[src/rtl/brick_wall_pkg.sv]
// Shared constants, FSM encoding and distance helper for the breakout brick wall.
// The ball radius, brick half-sizes and screen limits live here so other game blocks agree.
package brick_wall_pkg;

    localparam int R_BALL   = 8;
    localparam int W_BLOCK  = 56;
    localparam int H_BLOCK  = 8;
    localparam int SCREEN_W = 640;
    localparam int SCREEN_H = 480;

    typedef enum logic [1:0] {
        IDLE = 2'd0,
        SCAN = 2'd1,
        HIT  = 2'd2,
        DONE = 2'd3
    } state_t;

    // Signed 11-bit difference so coordinates left of or above a centre never wrap.
    function automatic logic [10:0] abs_diff(input logic [9:0] p, input logic [10:0] c);
        logic signed [10:0] d;
        d = $signed({1'b0, p}) - $signed(c);
        return d[10] ? 11'(-d) : 11'(d);
    endfunction

endpackage

[src/rtl/brick_hit_check.sv]
// Collision test between the ball and a single brick selected by column/row.
module brick_hit_check #(
    parameter int X0      = 64,
    parameter int Y0      = 40,
    parameter int PITCH_X = 128,
    parameter int PITCH_Y = 24
) (
    input  logic [3:0] col,
    input  logic [1:0] row,
    input  logic [9:0] x_ball,
    input  logic [9:0] y_ball,
    input  logic       live,
    output logic       collide,
    output logic       side
);
    import brick_wall_pkg::*;

    logic [10:0] xc;
    logic [10:0] yc;
    logic [10:0] adx;
    logic [10:0] ady;

    // A hit beyond the brick's half-width means the ball struck an end face.
    always_comb begin
        xc      = 11'(X0) + 11'(col) * 11'(PITCH_X);
        yc      = 11'(Y0) + 11'(row) * 11'(PITCH_Y);
        adx     = abs_diff(x_ball, xc);
        ady     = abs_diff(y_ball, yc);
        collide = live && (adx <= 11'(W_BLOCK + R_BALL)) && (ady <= 11'(H_BLOCK + R_BALL));
        side    = (adx > 11'(W_BLOCK));
    end

endmodule

[src/rtl/brick_wall.sv]
// Brick wall for breakout: registered per-pixel brick rendering and a sequential
// collision scanner that destroys at most one brick per ball position.
module brick_wall #(
    parameter int  COLS    = 5,
    parameter int  ROWS    = 3,
    parameter int  X0      = 64,
    parameter int  Y0      = 40,
    parameter int  PITCH_X = 128,
    parameter int  PITCH_Y = 24,
    localparam int NBRICK  = COLS * ROWS
) (
    input  logic              clock,
    input  logic              reset,
    input  logic              start,
    input  logic [9:0]        x_ball,
    input  logic [9:0]        y_ball,
    input  logic [9:0]        next_x,
    input  logic [9:0]        next_y,
    output logic              brick_px,
    output logic [1:0]        brick_row,
    output logic              hit_block,
    output logic              hit_side,
    output logic [3:0]        hit_index,
    output logic [NBRICK-1:0] alive,
    output logic              endgame
);
    import brick_wall_pkg::*;

    state_t     state;
    state_t     state_next;
    logic [3:0] scan_idx;
    logic [3:0] scan_col;
    logic [1:0] scan_row;
    logic [9:0] x_latch;
    logic [9:0] y_latch;
    logic       ball_moved;
    logic       last_brick;
    logic       collide;
    logic       side;
    logic       px_hit;
    logic [1:0] px_row;

    // The scanner tests the latched position, so ball motion mid-scan is ignored.
    brick_hit_check #(
        .X0      (X0),
        .Y0      (Y0),
        .PITCH_X (PITCH_X),
        .PITCH_Y (PITCH_Y)
    ) u_check (
        .col     (scan_col),
        .row     (scan_row),
        .x_ball  (x_latch),
        .y_ball  (y_latch),
        .live    (alive[scan_idx]),
        .collide (collide),
        .side    (side)
    );

    assign ball_moved = (x_ball != x_latch) || (y_ball != y_latch);
    assign last_brick = (scan_idx == 4'(NBRICK - 1));

    always_ff @(posedge clock or negedge reset) begin
        if (!reset) state <= IDLE;
        else        state <= state_next;
    end

    always_comb begin
        state_next = state;
        case (state)
            IDLE: if (start && !endgame && ball_moved) state_next = SCAN;
            SCAN: begin
                if (!start)          state_next = IDLE;
                else if (collide)    state_next = HIT;
                else if (last_brick) state_next = IDLE;
            end
            HIT:     state_next = start ? DONE : IDLE;
            DONE:    state_next = IDLE;
            default: state_next = IDLE;
        endcase
    end

    always_comb begin
        hit_block = 1'b0;
        if (state == HIT) hit_block = start;
    end

    // Brick removal and hit reporting happen on entry to HIT so they line up with the pulse.
    always_ff @(posedge clock or negedge reset) begin
        if (!reset) begin
            alive     <= '1;
            endgame   <= 1'b0;
            hit_side  <= 1'b0;
            hit_index <= '0;
            x_latch   <= 10'h3FF;
            y_latch   <= 10'h3FF;
            scan_idx  <= '0;
            scan_col  <= '0;
            scan_row  <= '0;
        end else begin
            case (state)
                IDLE: begin
                    if (!start) begin
                        alive   <= '1;
                        endgame <= 1'b0;
                    end else if (state_next == SCAN) begin
                        x_latch  <= x_ball;
                        y_latch  <= y_ball;
                        scan_idx <= '0;
                        scan_col <= '0;
                        scan_row <= '0;
                    end
                end
                SCAN: begin
                    if (state_next == HIT) begin
                        alive[scan_idx] <= 1'b0;
                        hit_side        <= side;
                        hit_index       <= scan_idx;
                    end else if (scan_col == 4'(COLS - 1)) begin
                        scan_col <= '0;
                        scan_row <= scan_row + 2'd1;
                        scan_idx <= scan_idx + 4'd1;
                    end else begin
                        scan_col <= scan_col + 4'd1;
                        scan_idx <= scan_idx + 4'd1;
                    end
                end
                DONE: if (start && (alive == '0)) endgame <= 1'b1;
                default: ;
            endcase
        end
    end

    always_comb begin
        logic [3:0] bi;
        px_hit = 1'b0;
        px_row = '0;
        bi     = '0;
        if ((next_x < 10'(SCREEN_W)) && (next_y < 10'(SCREEN_H))) begin
            for (int r = 0; r < ROWS; r++) begin
                for (int c = 0; c < COLS; c++) begin
                    bi = 4'(r * COLS + c);
                    if (alive[bi]
                        && (abs_diff(next_x, 11'(X0 + c * PITCH_X)) <= 11'(W_BLOCK))
                        && (abs_diff(next_y, 11'(Y0 + r * PITCH_Y)) <= 11'(H_BLOCK))) begin
                        px_hit = 1'b1;
                        px_row = 2'(r);
                    end
                end
            end
        end
    end

    always_ff @(posedge clock or negedge reset) begin
        if (!reset) begin
            brick_px  <= 1'b0;
            brick_row <= '0;
        end else begin
            brick_px  <= px_hit;
            brick_row <= px_row;
        end
    end

endmodule
[config.mk]
export PLATFORM = sky130hd
export DESIGN_NAME = brick_wall
export DESIGN_NICKNAME = d
export VERILOG_FILES = /design/src/rtl/brick_wall_pkg.sv /design/src/rtl/brick_hit_check.sv /design/src/rtl/brick_wall.sv
export SDC_FILE = /design/constraint.sdc
export NUM_CORES = 1
export LEC_CHECK = 0
export ABC_AREA = 1
export CAP_MARGIN = 20
export CORE_AREA = 4 4 104 106
export DETAILED_ROUTE_END_ITERATION = 12
export DIE_AREA = 0 0 108 110
export PLACE_DENSITY = 0.93
export SLEW_MARGIN = 20
export SYNTH_ARGS = -nofsm -noshare
export SYNTH_HDL_FRONTEND = slang
export SYNTH_SLANG_ARGS = --single-unit
[constraint.sdc]
create_clock -name clock -period 3.8 [get_ports clock]
set_input_delay 0.76 -clock clock [delete_from_list [all_inputs] [get_ports clock]]
set_output_delay 0.76 -clock clock [all_outputs]
set_load 0.02 [all_outputs]
==> results.tsv <==
stage	metric	value	unit
logic_synthesis	synth.net_count	937	
finish	diodes	0	
placed_design	place_ws	0.239	ns
clocking	clk_pin_slew	0.11	ns
drt	wl_met3	900	um
sta	tightest_slew	0.852	ns
critical_path	max_stage_delay	0.44	ns
power_and_ir_drop	p_seq_share	25.6	%
finish	final_nets	1006	
critical_path	critPathKind	flip-flop to flip-flop	
sta	whs	0.506	ns
sta	timing.final.crit_share	92.2	%
critical_path	crit_required	4.05	ns
drt	drtIter0Drc	496	
floorplanning	rows	36	
floorplanning	die_area	11900	um2
logic_synthesis	synth_edf_count	0	
logic_synthesis	async_flop_share	100	%
power_and_ir_drop	p_per_area	567	nW/um2
power_and_ir_drop	ir_worst_vdd	0.380	mV
logic_synthesis	avgSynthCellArea	6.67	um2
floorplanning	start_util	58.2	%
drt	drt-total-wl	14200	um
finish	multi_input_area	3720	um2
finish	fillers	804	
sta	skew	0.0155	ns
run	max-cap-violations	0	
finish	finalInstanceArea	6600	um2
logic_synthesis	ys_ff_latch	56	
clocking	cts_tree	done	
sta	max_slew_margin	43.2	%
global_route	gr-total-overflow	0	
power_and_ir_drop	p_leak	3.21	nW
drt	highest_layer	met4	
sta	finalCriticalPeriod	3.50	ns
drt	via_count	5807	
global_route	grt_pass1_wl	23800	um
logic_synthesis	syn_inst	852	
finish	ff_latch_area	1450	um2
outcome	status	finished, final reports clean	
power_and_ir_drop	internal_power	0.00183	W
logic_synthesis	yosysSeqAreaShare	25.4	%
clocking	h-tree-depth	2	
placed_design	dp_hpwl	11000	um
floorplanning	pin_count	68	
critical_path	path_common_cell	nand2_1	
placed_design	dpl_cell_area	6500	um2
clocking	clkLatencyLatePin	0.32	ns
power_and_ir_drop	total_power	0.00374	W
sta	postLayoutSetupSlackWorst	0.298	ns
clocking	root_buffer	clkbuf_8	
drt	drt_first_pass_iters	5	
clocking	ctsResizeCount	0	
power_and_ir_drop	swShare	51.0	%
critical_path	end_kind	flip-flop	
logic_synthesis	ys_warn_count	0	
logic_synthesis	synth_area	5680	um2
drt	via_per_inst	5.50	
power_and_ir_drop	pwr-share-clk	9.1	%
logic_synthesis	synthDistinctLibCells	48	
placed_design	place.gp.congestion	0.929	
drt	drt-wirelength-per-cell	13.5	um
clocking	cts_setup_buffers	0	
floorplanning	core_area	9770	um2
critical_path	crit_fanout	15	
placed_design	place.port_buffers	67	
critical_path	cp.arrival	3.75	ns
global_route	antenna_found_initial	0	
critical_path	start_kind	flip-flop	
finish	syn_to_final_growth	16.1	%
sta	hold_viol	0	
critical_path	crit_slowest_cell	dfrtp_2	
floorplanning	die-width	108	um
critical_path	rrSetupSlack	0.30	ns
global_route	grt_pass1_vias	5278	
sta	fmax	0.286	GHz
power_and_ir_drop	power_frac_comb	65.2	%
sta	setup_violations	0	
sta	drv_slew	0	
drt	wl_met2	6840	um
clocking	clockBufferDepth	2	
power_and_ir_drop	p_switching	0.00191	W
floorplanning	die_h	110	um
drt	ant_nets	0	
clocking	hold_buffers	0	
min_path	worstHoldPathType	flip-flop to flip-flop	
drt	drc	0	
global_route	grt_start_max_net_pins	40	
global_route	grt_usage	24.0	%
drt	wl_met1	6260	um
clocking	cts.sinks	56	
finish	final_layout_size_suffix_gt1_share	12.3	%
clocking	numCtsBuffers	5	
logic_synthesis	synthFlopType	dfstp_2	
critical_path	path_cells	inv_1 -> ha_1 -> xnor2_1 -> inv_1 -> fa_1 -> inv_1 -> nand3_1 -> nand2_1 -> nand2_1 -> nand2_1 -> nand3_1 -> nand2_1 -> nand4_1 -> nor3_2 -> nand3_2 -> nor2_2 -> nand2_4 -> clkinv_2 -> nor2_2 -> buf_4 -> o21ai_0 -> nand2_1	
-- synthesized netlist by cell type, types with 8 or more instances --
master	n	area share (%)
nor3_1	8	0.70
o21ai_2	8	1.2
dfstp_2	35	16
xnor2_1	9	1.4
nand3_1	66	5.8
nand4_1	20	2.2
nand2_1	226	15
dfrtp_1	21	9.2
nor4_1	8	0.88
o21ai_0	38	3.3
o21ai_1	11	0.97
a21oi_1	37	3.3
xor2_1	29	4.5
nor2_1	81	5.3
inv_1	114	7.5
nand2_2	13	1.4
clkbuf_1	9	0.59
ha_1	41	9.0
-- metal layers --
layer | global-route usage (%) | up-vias
met4 | 6.13 | 0
li1 | - | 2924
met3 | 3.20 | 24
met1 | 32.4 | 2637
met5 | 0 | -
met2 | 41.0 | 222
-- power groups by stage --
| stage | combinational [W] | clock (W) | sequential, W |
|---|---|---|---|
| CTS | 0.00240 | 0.000341 | 0.000952 |
| detailed placement | 0.00237 | 0 | 0.000961 |
| global placement | 0.00230 | 0 | 0.000958 |
| floorplan | 0.00190 | 0 | 0.000920 |
| finish | 0.00244 | 0.000341 | 0.000959 |
| global route | 0.00277 | 0.000372 | 0.000984 |
-- registers in the layout, summed over array words and instances, names as in the netlist --
signal,count
scan_row,2
endgame,1
hit_side,1
brick_row,2
brick_px,1
scan_col,4
state,2
alive,15
hit_index,4
x_latch,10
scan_idx,4
y_latch,10
-- cell usage in the layout (no fill, tap or decap), types with 3 or more instances in the layout --
cell,instances
a21oi_1,37
buf_4,9
clkbuf_8,5
clkdlybuf4s50_1,66
dfrtp_1,20
dfstp_2,35
ha_1,41
inv_1,114
inv_2,4
mux2_2,7
nand2_1,226
nand2_2,13
nand2_4,3
nand3_1,66
nand3_2,5
nand3b_1,6
nand4_1,20
nor2_1,81
nor2_2,6
nor3_1,7
nor4_1,8
o2111ai_1,3
o211ai_1,3
o21ai_0,38
o21ai_1,11
o21ai_2,8
o21bai_1,4
o31ai_1,3
or2_2,7
xnor2_1,9
xor2_1,29
-- critical path, delay by kind of cell (launching register included) --
| kind | cells | cell delay (ns) |
|---|---|---|
| AO/OA/AOI/OAI | 1 | 0.17 |
| XOR/XNOR | 1 | 0.20 |
| adder cells (fa/ha/maj) | 2 | 0.78 |
| buffers and inverters | 5 | 0.53 |
| flip-flops | 1 | 0.44 |
| AND/OR/NAND/NOR | 13 | 1.28 |
-- cells by family after synthesis --
logic type | Yosys count | share of synthesized area [%]
AO/OA/AOI/OAI | 121 | 12.7
XOR/XNOR | 38 | 5.86
adder cells (fa/ha/maj) | 42 | 9.38
buffers and inverters | 133 | 9.29
flip-flops | 56 | 25.4
multiplexers | 7 | 1.39
AND/OR/NAND/NOR | 455 | 36.0
-- metrics by stage --
step | util [%] | TNS [ns] | instances
2_1_floorplan | - | 0 | 852
4_1_cts | 67.5 | 0 | 1055
3_3_place_gp | 66.5 | 0 | 1047
3_5_place_dp | 66.5 | 0 | 1047
6_report | 67.5 | 0 | 1055
5_1_grt | 67.5 | -0.0110 | 1055
-- path summary, 6_finish.rpt --
check	start	to	cells past startpoint
max in group asynchronous	reset	x_latch[5]	2
min reg2reg	x_latch[7]	x_latch[7]	2
min in group asynchronous	reset	scan_idx[2]	1
max reg2reg	scan_row[0]	alive[13]	22
max	scan_row[0]	alive[13]	22
min	x_latch[7]	x_latch[7]	2
-- area by class of cell --
cell class	count	share of cell area, %
multi-input cells	663	56.3
flip-flops and latches	56	21.9
repair buffers	76	11.1
inverters	119	6.79
well taps	133	2.52
clock buffers	5	1.04
clock inverters	3	0.322
(Power assumes the default switching activity.)
